**config.mk**
```make
export PLATFORM = sky130hd
export DESIGN_NAME = pdm_pcm_fifo
export DESIGN_NICKNAME = d
export VERILOG_FILES = /design/src/rtl/pdm_pkg.sv /design/src/rtl/pdm_sync2.sv /design/src/rtl/pdm_pcm_fifo.sv
export SDC_FILE = /design/constraint.sdc
export NUM_CORES = 1
export LEC_CHECK = 0
export ABC_AREA = 1
export CAP_MARGIN = 20
export CORE_MARGIN = 4
export CORE_UTILIZATION = 48
export CTS_BUF_LIST = sky130_fd_sc_hd__clkbuf_8 sky130_fd_sc_hd__clkbuf_16
export CTS_CLUSTER_DIAMETER = 30
export DETAILED_ROUTE_END_ITERATION = 16
export PLACE_DENSITY = 0.67
export SLEW_MARGIN = 20
export SYNTH_ARGS = -nofsm -noshare
export SYNTH_HDL_FRONTEND = slang
export SYNTH_HIERARCHICAL = 1
export SYNTH_SLANG_ARGS = --single-unit
```
**constraint.sdc**
```tcl
create_clock -name clk -period 5 [get_ports clk]
set_clock_uncertainty 0.1 [all_clocks]
set_input_delay 0.75 -clock clk [delete_from_list [all_inputs] [get_ports clk]]
set_output_delay 0.75 -clock clk [all_outputs]
set_load 0.02 [all_outputs]
```
**src/rtl/pdm_pkg.sv**
```systemverilog
// pdm_pkg: shared constants for the PDM microphone peripheral.
// Holds the sample format, FIFO depth and FIFO register map.
package pdm_pkg;

    localparam int PCM_W          = 16;
    localparam int PDM_FIFO_DEPTH = 8;

    localparam logic [7:0] REG_FIFO_DATA   = 8'h08;
    localparam logic [7:0] REG_FIFO_STATUS = 8'h0C;

    localparam int ST_EMPTY    = 0;
    localparam int ST_FULL     = 1;
    localparam int ST_OVERFLOW = 2;
    localparam int ST_LEVEL_LO = 8;
    localparam int ST_LEVEL_HI = 11;

    // Packs the FIFO flags into the status register layout.
    function automatic logic [31:0] fifo_status(input logic empty, input logic full,
                                                input logic overflow, input logic [3:0] level);
        logic [31:0] s;
        s = '0;
        s[ST_EMPTY] = empty;
        s[ST_FULL] = full;
        s[ST_OVERFLOW] = overflow;
        s[ST_LEVEL_HI:ST_LEVEL_LO] = level;
        return s;
    endfunction

endpackage

```
**src/rtl/pdm_sync2.sv**
```systemverilog
// pdm_sync2: two-flop synchroniser for PDM-domain levels entering the system clock domain.
module pdm_sync2 (
    input  logic clk,
    input  logic rst_n,
    input  logic d,
    output logic q
);

    logic meta;

    always_ff @(posedge clk or negedge rst_n) begin
        if (!rst_n) begin
            meta <= 1'b0;
            q    <= 1'b0;
        end else begin
            meta <= d;
            q    <= meta;
        end
    end

endmodule

```
**src/rtl/pdm_pcm_fifo.sv**
```systemverilog
// pdm_pcm_fifo: synchronises the decimator valid level and buffers PCM words in a
// first-word-fall-through FIFO with level/threshold/overflow status and interrupt.
module pdm_pcm_fifo
    import pdm_pkg::*;
#(
    parameter int DEPTH = PDM_FIFO_DEPTH,
    parameter int PCM_W = pdm_pkg::PCM_W,
    localparam int LVL_W = $clog2(DEPTH) + 1
) (
    input  logic             clk,
    input  logic             rst_n,
    input  logic [PCM_W-1:0] pcm_in,
    input  logic             pcm_valid_in,
    input  logic             enable,
    input  logic             pop,
    input  logic [LVL_W-1:0] threshold,
    input  logic             clear_ovf,
    output logic [PCM_W-1:0] rd_data,
    output logic [LVL_W-1:0] level,
    output logic             empty,
    output logic             full,
    output logic             overflow,
    output logic [7:0]       ovf_count,
    output logic             irq
);

    localparam int IDX_W = LVL_W - 1;

    logic             s2;
    logic             s3;
    logic [LVL_W-1:0] wr_ptr;
    logic [LVL_W-1:0] rd_ptr;
    logic [PCM_W-1:0] mem [DEPTH];
    logic             push_req;
    logic             do_push;
    logic             do_pop;
    logic             ovf_ev;

    pdm_sync2 u_sync (
        .clk   (clk),
        .rst_n (rst_n),
        .d     (pcm_valid_in),
        .q     (s2)
    );

    always_ff @(posedge clk or negedge rst_n) begin
        if (!rst_n) s3 <= 1'b0;
        else        s3 <= s2;
    end

    assign push_req = s2 & ~s3;
    assign do_pop   = pop & ~empty;
    // A pop frees the slot in the same cycle, so a full FIFO still accepts the push.
    assign do_push  = push_req & enable & (~full | do_pop);
    assign ovf_ev   = push_req & enable & full & ~do_pop;

    always_ff @(posedge clk or negedge rst_n) begin
        if (!rst_n) begin
            wr_ptr <= '0;
            rd_ptr <= '0;
        end else if (!enable) begin
            wr_ptr <= '0;
            rd_ptr <= '0;
        end else begin
            if (do_push) wr_ptr <= wr_ptr + 1'b1;
            if (do_pop)  rd_ptr <= rd_ptr + 1'b1;
        end
    end

    always_ff @(posedge clk) begin
        if (do_push) mem[wr_ptr[IDX_W-1:0]] <= pcm_in;
    end

    always_ff @(posedge clk or negedge rst_n) begin
        if (!rst_n) begin
            overflow  <= 1'b0;
            ovf_count <= '0;
        end else if (ovf_ev) begin
            overflow  <= 1'b1;
            ovf_count <= clear_ovf ? 8'd1 : (ovf_count == 8'hFF) ? ovf_count : ovf_count + 8'd1;
        end else if (clear_ovf) begin
            overflow  <= 1'b0;
            ovf_count <= '0;
        end
    end

    assign level   = wr_ptr - rd_ptr;
    assign empty   = level == '0;
    assign full    = level == LVL_W'(DEPTH);
    assign rd_data = empty ? '0 : mem[rd_ptr[IDX_W-1:0]];
    assign irq     = (threshold != '0 && level >= threshold) || overflow;

endmodule

```
==> flow_metrics.py, run 1 <==
metrics = {
    "timing": {
        "hold_viol_final": 0,
        "period_minus_slack_ps": 4400,
        "relSlewSlack_pct": 38.7,
        "setup_viol": 0,
        "fmax_mhz": 227,
        "worst_slack_ps": 596,
        "fin_tns_setup_ps": 0,
        "worst_slew_pin_slew_ps": 919,
        "slew_viol_final": 0,
        "rsz0062_at_grt": "no",
        "fin_crit_sh_pct": 88.1,
    },
    "setup_path": {
        "max_stage_delay_ps": 920,
        "cp_slowest_cell": "dfrtp_1",
        "path_buf_inv": 3,
        "worst_setup_path_start_kind": "flop",
        "worstPathCellList": "inv_2 -> ha_1 -> a21oi_1 -> nand3_1 -> nand2_2 -> nand2_1 -> inv_1 -> clkdlybuf4s50_1",
        "worst_setup_path_end_kind": "primary output",
        "rr_worst_depth": 8,
        "path_max_fanout": 21,
        "cp.required_ps": 4150,
        "crit_family": "buffers and inverters",
        "crit_arrival_ps": 3550,
        "cp_num_cells": 8,
        "crit_type": "reg2out",
    },
    "synthesis": {
        "synth_xor_area_share_pct": 1.35,
        "ys.flop_type": "edfxtp_1",
        "synth-edff-count": 128,
        "synth_common_cells": "nand2_1 (134), edfxtp_1 (128), a21oi_1 (48)",
        "synth_nets": 579,
        "yosysTopAreaCell": "edfxtp_1",
        "yosys.area_share.simple_pct": 14.0,
        "synthDistinctLibCells": 33,
        "synth_compound_area_share_pct": 10.4,
        "netlist_area_sq_mm": 0.00637,
        "synth_top_area_share_pct": 60.3,
        "yosys_warnings": 6,
        "synth_top_family_by_area": "simple AND/OR/NAND/NOR gates",
        "yosys.cell_count.top_type": "nand2_1",
        "synth.area.mux_share_pct": 0,
        "synth_adder_area_share_pct": 2.08,
        "synth.top_cells.by_area": "edfxtp_1 (60%), nand2_1 (7.9%), dfrtp_1 (7.9%)",
        "ys_seq_area_share_pct": 68.1,
        "syn_inst": 543,
        "ys_ff_latch": 148,
        "post_synth.cell_area_avg_sq_um": 11.7,
        "synthArstFlopShare_pct": 13.5,
    },
    "cells_and_area": {
        "diodes": 0,
        "fin_cells": 788,
        "syn2layout_area_growth_pct": 20.5,
        "nets": 640,
        "n_fill_cell": 1049,
        "final_layout_size_suffix_gt1_share_pct": 9.09,
    },
    "placement": {
        "dp_cells": 757,
        "pre_cts_slack_ps": 1020,
        "gp_congestion": 0.835,
        "dp_hpwl_mm": 7.82,
        "io_buffers": 57,
    },
    "power_and_ir_drop": {
        "power_leakage_uw": 0.00295,
        "peakVddDrop_uv": 356,
        "power.density_mw_per_mm2": 539,
        "power.total_uw": 4140,
    },
    "clock_network": {
        "clk-insertion-delay-late_ps": 420,
        "cts_buffers": 17,
        "clkTransAtPathRegs_ps": 60,
        "clockBufferDepth": 2,
        "ctsHoldBuffers": 0,
        "cts-resized-gates": 0,
        "cts.root.buffer_cell": "clkbuf_16",
        "htreeDepth": 4,
        "cts_tree": "done",
        "cts_setup_buffers": 0,
        "cts_num_sinks": 148,
    },
    "floorplan": {
        "coreArea_sq_mm": 0.0128,
        "ios": 58,
        "die_area_sq_mm": 0.0152,
        "rows": 41,
        "start_util_pct": 49.7,
        "fp.dieH_microns": 123,
        "die_width_microns": 123,
    },
    "global_routing": {
        "antenna_found_initial": 0,
        "grt_max_degree": 68,
        "gr-usage-all-layers_pct": 18.9,
        "grt_pass1_vias": 4233,
        "overflow": 0,
        "grt_pass1_wl_mm": 21.5,
    },
    "routing": {
        "vias": 4252,
        "vias_per_cell": 5.40,
        "firstDrtPassIters": 5,
        "wl_mm": 13.5,
        "antenna_left": 0,
        "drc": 0,
        "wl_per_cell_microns": 17.1,
        "drtIter0Drc": 308,
    },
    "run_status": {
        "status": "complete, no violations",
    },
    "run": {
        "drv_cap": 0,
    },
    "min_path": {
        "hold_path_class": "in2async",
    },
}
-- area by class of cell --
| type | count | area, sq um | share of cell area (%) |
|---|---|---|---|
| inverter | 34 | 128 | 1.66 |
| timing repair buffer | 69 | 656 | 8.53 |
| sequential | 148 | 4350 | 56.6 |
| multi-input combinational | 334 | 1770 | 23.1 |
| clock inverter | 14 | 139 | 1.81 |
| tap | 172 | 215 | 2.80 |
| clock buffer | 17 | 425 | 5.54 |
-- placed cells by master, fill, tap and decap left out, types with 3 or more instances in the layout --
master	synthesis	final
nor2_1	30	30
dfrtp_1	20	19
a21oi_1	48	48
inv_2	3	3
a22oi_1	15	15
inv_1	30	30
o21ai_0	26	26
nand3_1	26	26
buf_4	3	12
o22ai_1	3	3
a32o_1	15	15
ha_1	9	9
clkinvlp_4	0	3
clkinv_1	1	4
clkbuf_16	0	17
nand2_1	134	134
xor2_1	7	7
edfxtp_1	128	128
nor3_1	3	3
clkdlybuf4s50_1	0	56
-- layer usage --
| metal | share of wire (%) | global-route usage [%] | vias to the layer above |
|---|---|---|---|
| met3 | 3.4 | 3.57 | 15 |
| li1 | - | - | 2052 |
| met1 | 44 | 24.0 | 2101 |
| met2 | 51 | 32.0 | 84 |
| met4 | 1.4 | 7.68 | 0 |
| met5 | 0 | 0 | - |
-- worst reg2reg max path: stages, from the launching register on --
cell and delay (ps):
dfrtp_1 920, fa_1 560, nand2_1 130, nor2_4 50
inv_2 90, nor2_8 60, nand2_4 110, nand3_1 110
inv_1 700
-- path summary, 6_finish.rpt --
check / slack, ps / startpoint / end
setup / recovery: 600 / rd_ptr[1]$_DFFE_PN0P_ / empty
max in group asynchronous: 4250 / rst_n / rd_ptr[0]$_DFFE_PN0P_
hold / removal: 190 / rst_n / ovf_count[6]$_DFFE_PN0P_
setup reg to reg: 1780 / rd_ptr[1]$_DFFE_PN0P_ / mem[7][0]$_DFFE_PP_
hold reg to reg: 250 / u_sync/meta$_DFF_PN0_ / u_sync/q$_DFF_PN0_
min in group clk: 250 / u_sync/meta$_DFF_PN0_ / u_sync/q$_DFF_PN0_
-- where the power goes --
part           switching (uW)  leakage, uW  internal, uW
Combinational             937      0.00126           604
Clock                     482     0.000272           727
Sequential               27.6      0.00142          1370
-- flip-flops by register name, summed over array words and instances (netlist names) --
register     cells
mem            128
overflow         1
ovf_count        8
rd_ptr           4
s3               1
u_sync/meta      1
u_sync/q         1
wr_ptr           4
-- through the flow --
| step | utilization (%) | cell area, sq um | hold WS (ps) |
|---|---|---|---|
| detailed placement | 55.5 | 7120 | 239 |
| global placement | 55.5 | 7120 | 234 |
| CTS | 59.9 | 7690 | 254 |
| global route | 59.9 | 7680 | 217 |
| floorplan | - | 6370 | 231 |
| finish | 59.9 | 7680 | 186 |
-- cell families (layout without fill, tap and decap cells) --
| group | after synthesis | count (layout) |
|---|---|---|
| DFF | 148 | 148 |
| adders and majority gates | 10 | 10 |
| buffers and inverters | 61 | 134 |
| and+or+nand+nor | 206 | 206 |
| AOI/OAI and AO/OA | 109 | 109 |
| xor gates and xnor gates | 9 | 9 |
No activity file was read; power rests on OpenSTA's default activity.
==> inputs of run 2 (changes only) <==
SLEW_MARGIN = not set   (was 20)
==> run 2 against run 1 <==
Via count is 0.40% higher. Non-clock buffer count is 1 higher. Routed wire length is 0.43% lower. Design area is 0.42% higher. Worst hold slack better by 70 ps. Highest routed layer unchanged. Total power hardly changed. Global-route usage stayed put. Clock power hardly changed. Sequential cell count stayed put.
==> flow_metrics.py, run 2 (synthesis gave the netlist of run 1 again) <==
metrics = {
    "run_status": {
        "status": "complete, no violations",
    },
    "routing": {
        "vias_per_cell": 5.41,
        "wl_mm": 13.4,
        "antenna_left": 0,
        "firstDrtPassIters": 5,
        "drc": 0,
        "drtIter0Drc": 284,
        "wl_per_cell_microns": 17.0,
        "vias": 4269,
    },
    "timing": {
        "fmax_mhz": 225,
        "relSlewSlack_pct": 38.8,
        "setup_viol": 0,
        "rsz0062_at_grt": "no",
        "fin_tns_setup_ps": 0,
        "slew_viol_final": 0,
        "fin_crit_sh_pct": 88.7,
        "worst_slew_pin_slew_ps": 917,
        "period_minus_slack_ps": 4440,
        "hold_slack_ps": 256,
        "hold_viol_final": 0,
    },
    "global_routing": {
        "grt_pass1_wl_mm": 21.5,
        "grt_pass1_vias": 4233,
        "overflow": 0,
        "antenna_found_initial": 0,
        "grt_max_degree": 68,
        "gr-usage-all-layers_pct": 18.9,
    },
    "setup_path": {
        "crit_family": "buffers and inverters",
        "path_buf_inv": 3,
        "crit_arrival_ps": 3590,
        "setup.worst_path.start": "rd_ptr[1]$_DFFE_PN0P_",
        "worst_setup_path_start_kind": "flop",
        "cp.required_ps": 4150,
        "crit_type": "reg2out",
        "cp_num_cells": 8,
        "cp-endpoint": "empty",
        "max_stage_delay_ps": 920,
        "reg2reg_setup_slack_ps": 1770,
        "worst_setup_path_end_kind": "primary output",
        "path_max_fanout": 21,
        "rr_worst_depth": 8,
        "worstPathCellList": "inv_2 -> ha_1 -> a21oi_1 -> nand3_1 -> nand2_2 -> nand2_1 -> inv_1 -> clkdlybuf4s50_1",
        "r2r_start": "rd_ptr[1]$_DFFE_PN0P_",
        "r2r-end": "mem[7][0]$_DFFE_PP_",
        "cp_slowest_cell": "dfrtp_1",
    },
    "floorplan": {
        "start_util_pct": 49.7,
        "die_area_sq_mm": 0.0152,
        "fp.dieH_microns": 123,
        "ios": 58,
        "die_width_microns": 123,
        "rows": 41,
        "coreArea_sq_mm": 0.0128,
    },
    "cells_and_area": {
        "diodes": 0,
        "n_fill_cell": 1040,
        "final_layout_size_suffix_gt1_share_pct": 9.08,
        "syn2layout_area_growth_pct": 21.0,
        "final_cell_mix": "nand2_1 (134), edfxtp_1 (128), clkdlybuf4s50_1 (57), a21oi_1 (48)",
        "final_common_cell": "nand2_1",
        "seqCellArea_sq_mm": 0.00435,
        "multi_input_area_sq_mm": 0.00177,
        "nets": 641,
        "largest_reg_flops": 128,
    },
    "clock_network": {
        "clkTransAtPathRegs_ps": 60,
        "htreeDepth": 4,
        "cts_buffers": 17,
        "cts_tree": "done",
        "cts_num_sinks": 148,
        "clk-insertion-delay-late_ps": 420,
        "cts_setup_buffers": 0,
        "cts-resized-gates": 0,
        "clockBufferDepth": 2,
        "ctsHoldBuffers": 0,
        "cts.root.buffer_cell": "clkbuf_16",
    },
    "power_and_ir_drop": {
        "pwr-share-comb_pct": 37.3,
        "p_sw_share_pct": 34.9,
        "seqPwrFrac_pct": 33.6,
        "power_leakage_uw": 0.00297,
        "power.density_mw_per_mm2": 537,
        "switchingPower_uw": 1450,
        "peakVddDrop_uv": 357,
        "p_clk_share_pct": 29.1,
        "p_int_uw": 2700,
    },
    "placement": {
        "dp_hpwl_mm": 7.82,
        "gp_congestion": 0.835,
        "io_buffers": 57,
    },
    "min_path": {
        "hold_depth": 0,
        "hold_path_class": "reg2reg",
    },
    "run": {
        "drv_cap": 0,
    },
}
==> run 2: cell types whose count changed in the layout (fill, tap and decap cells not counted), sizes merged <==
cell	previous run	this run
clkdlybuf4s50	56	57
==> run 2: metrics by stage <==
stage / util [%] / total power, uW / cell area [sq um] / worst slack (ps) / cells
finish: 60.2 / 4150 / 7710 / 563 / 789
global route: 60.2 / 4370 / 7710 / 368 / 789
CTS: 59.9 / 4170 / 7690 / 575 / 788
detailed placement: 55.5 / 2970 / 7120 / 1020 / 757
global placement: 55.5 / 2940 / 7120 / 1160 / 757
floorplan: - / 2390 / 6370 / 1810 / 543
==> run 2: worst min-delay path by stage <==
stage               slack [ps]             startpoint                 end
global placement           230  u_sync/meta$_DFF_PN0_  u_sync/q$_DFF_PN0_
floorplan                  230  u_sync/meta$_DFF_PN0_  u_sync/q$_DFF_PN0_
finish                     260  u_sync/meta$_DFF_PN0_  u_sync/q$_DFF_PN0_
CTS                        250  u_sync/meta$_DFF_PN0_  u_sync/q$_DFF_PN0_
global route               260  u_sync/meta$_DFF_PN0_  u_sync/q$_DFF_PN0_
detailed placement         240  u_sync/meta$_DFF_PN0_  u_sync/q$_DFF_PN0_
==> run 2: final cells by class <==
type                    count  area share (%)
well taps                 172            2.79
repair buffers             70            8.92
inverters                  34            1.65
clock buffers              17            5.51
multi-input cells         334            23.0
clock inverters            14            1.80
flip-flops and latches    148            56.3
==> run 2: per-layer routing <==
layer | part of all wire, % | GRT usage (%)
met5 | 0 | 0
met3 | 3.8 | 3.57
met4 | 1.5 | 7.68
met2 | 51 | 32.0
met1 | 44 | 24.0
==> run 2: power groups by stage <==
stage	registers, uW	clock network [uW]	logic (uW)
floorplan	1400	0	988
global placement	1420	0	1520
detailed placement	1420	0	1550
CTS	1390	1220	1560
global route	1400	1290	1690
finish	1390	1210	1540
==> inputs of run 3 (changes only) <==
CORE_MARGIN = not set   (was 4)
SLEW_MARGIN = 20   (was not set)
==> run 3 against run 2 <==
Sequential power about the same. Critical path depth unchanged. Routed wire length about the same. Sequential share of layout area increased by 0.15 points. First-iteration DRC count increased by 14%. Total power increased by 0.43%. Setup slack improved by 67 ps. Fmax increased by 1.5%. Combinational power about the same. Cell count decreased by 0.13%. Global-route usage increased by 2.6 points. Critical path type unchanged. Largest power group unchanged. Highest routed layer unchanged.
==> flow_metrics.py, run 3 (synthesis gave the netlist of run 1 again) <==
metrics = {
    "cells_and_area": {
        "final_common_cell": "nand2_1",
        "syn2layout_area_growth_pct": 20.7,
        "final_layout_size_suffix_gt1_share_pct": 8.44,
        "nets": 640,
        "diodes": 0,
        "final_cell_mix": "nand2_1 (134), edfxtp_1 (128), clkdlybuf4s50_1 (57), a21oi_1 (48), inv_1 (31)",
        "design_area_sq_mm": 0.00769,
        "largest_reg_flops": 128,
    },
    "clock_network": {
        "ctsHoldBuffers": 0,
        "cts.root.buffer_cell": "clkbuf_16",
        "htreeDepth": 4,
        "clockBufferDepth": 2,
        "cts_setup_buffers": 0,
        "clkTransAtPathRegs_ps": 60,
        "cts_buffers": 17,
        "clk-insertion-delay-late_ps": 420,
        "cts_num_sinks": 148,
        "cts_tree": "done",
        "cts-resized-gates": 0,
    },
    "floorplan": {
        "die_area_sq_mm": 0.0137,
        "rows": 41,
        "coreArea_sq_mm": 0.0128,
        "fp.dieH_microns": 117,
        "ios": 58,
        "die_width_microns": 117,
        "start_util_pct": 49.9,
    },
    "run_status": {
        "status": "complete, no violations",
    },
    "setup_path": {
        "worstPathCellList": "inv_2 -> ha_1 -> a21oi_1 -> nand3_1 -> nand2_2 -> nand2_1 -> inv_1 -> clkdlybuf4s50_1",
        "worst_setup_path_start_kind": "flop",
        "path_max_fanout": 21,
        "cp_slowest_cell": "dfrtp_1",
        "max_stage_delay_ps": 930,
        "reg2reg_setup_slack_ps": 1470,
        "crit_type": "reg2out",
        "cp.required_ps": 4150,
        "crit_arrival_ps": 3520,
        "worst_setup_path_end_kind": "primary output",
        "crit_family": "buffers and inverters",
        "path_buf_inv": 3,
    },
    "placement": {
        "gp_congestion": 0.799,
        "dpl_cell_area_sq_mm": 0.00712,
        "io_buffers": 57,
        "dp_hpwl_mm": 7.97,
        "pre_cts_slack_ps": 1040,
    },
    "global_routing": {
        "overflow": 0,
        "antenna_found_initial": 0,
        "grt_pass1_wl_mm": 21.1,
        "grt_pass1_vias": 4049,
        "grt_max_degree": 68,
        "gr-usage-all-layers_pct": 21.5,
    },
    "routing": {
        "drc": 0,
        "antenna_left": 0,
        "vias_per_cell": 5.36,
        "wl_per_cell_microns": 17.0,
        "vias": 4226,
        "firstDrtPassIters": 4,
        "drtIter0Drc": 324,
        "wl_mm": 13.4,
    },
    "timing": {
        "hold_slack_ps": 252,
        "hold_viol_final": 0,
        "worst_slew_pin_slew_ps": 933,
        "rsz0062_at_grt": "no",
        "relSlewSlack_pct": 37.6,
        "fmax_mhz": 229,
        "fin_tns_setup_ps": 0,
        "setup_viol": 0,
        "fin_crit_sh_pct": 87.4,
        "worst_slack_ps": 631,
        "slew_viol_final": 0,
        "period_minus_slack_ps": 4370,
    },
    "power_and_ir_drop": {
        "p_sw_share_pct": 34.2,
        "pwr-share-comb_pct": 36.9,
        "peakVddDrop_uv": 375,
        "power_leakage_uw": 0.00296,
        "power.total_uw": 4160,
        "p_clk_share_pct": 29.6,
        "p_int_uw": 2740,
        "seqPwrFrac_pct": 33.5,
        "power.density_mw_per_mm2": 541,
        "switchingPower_uw": 1420,
    },
    "min_path": {
        "hold_path_class": "reg2reg",
    },
    "run": {
        "drv_cap": 0,
    },
}
run 3: power by group through the flow:
stage / Clock [uW] / Sequential (uW) / Combinational [uW]
6_report: 1230 / 1400 / 1540
5_1_grt: 1300 / 1400 / 1680
4_1_cts: 1250 / 1400 / 1560
3_5_place_dp: 0 / 1420 / 1550
3_3_place_gp: 0 / 1420 / 1510
2_1_floorplan: 0 / 1400 / 988
run 3: path summary, 6_finish.rpt:
path,startpoint,end,depth (start not counted)
hold reg to reg,u_sync/meta$_DFF_PN0_,u_sync/q$_DFF_PN0_,0
hold / removal,u_sync/meta$_DFF_PN0_,u_sync/q$_DFF_PN0_,0
max in group asynchronous,rst_n,rd_ptr[0]$_DFFE_PN0P_,1
setup reg to reg,rd_ptr[1]$_DFFE_PN0P_,mem[6][8]$_DFFE_PP_,11
min in group asynchronous,rst_n,ovf_count[6]$_DFFE_PN0P_,1
setup / recovery,rd_ptr[1]$_DFFE_PN0P_,empty,8
run 3: final cells by class:
class | instances | area (sq um)
inverter | 34 | 128
timing repair buffer | 69 | 661
sequential | 148 | 4350
tap | 172 | 215
fill | 988 | 5080
clock buffer | 17 | 425
clock inverter | 14 | 146
multi-input combinational | 334 | 1770
run 3: per-stage QoR:
stage                     utilization [%]  instances
after floorplan                         -        543
after global placement               55.8        757
after detailed placement             55.8        757
after CTS                            60.2        788
after global routing                 60.2        788
final                                60.2        788
run 3: per-layer routing:
layer,GRT usage (%),part of all wire (%)
met3,5.56,4.7
met2,35.8,50
met1,26.8,44
met4,8.35,1.7
met5,0,0
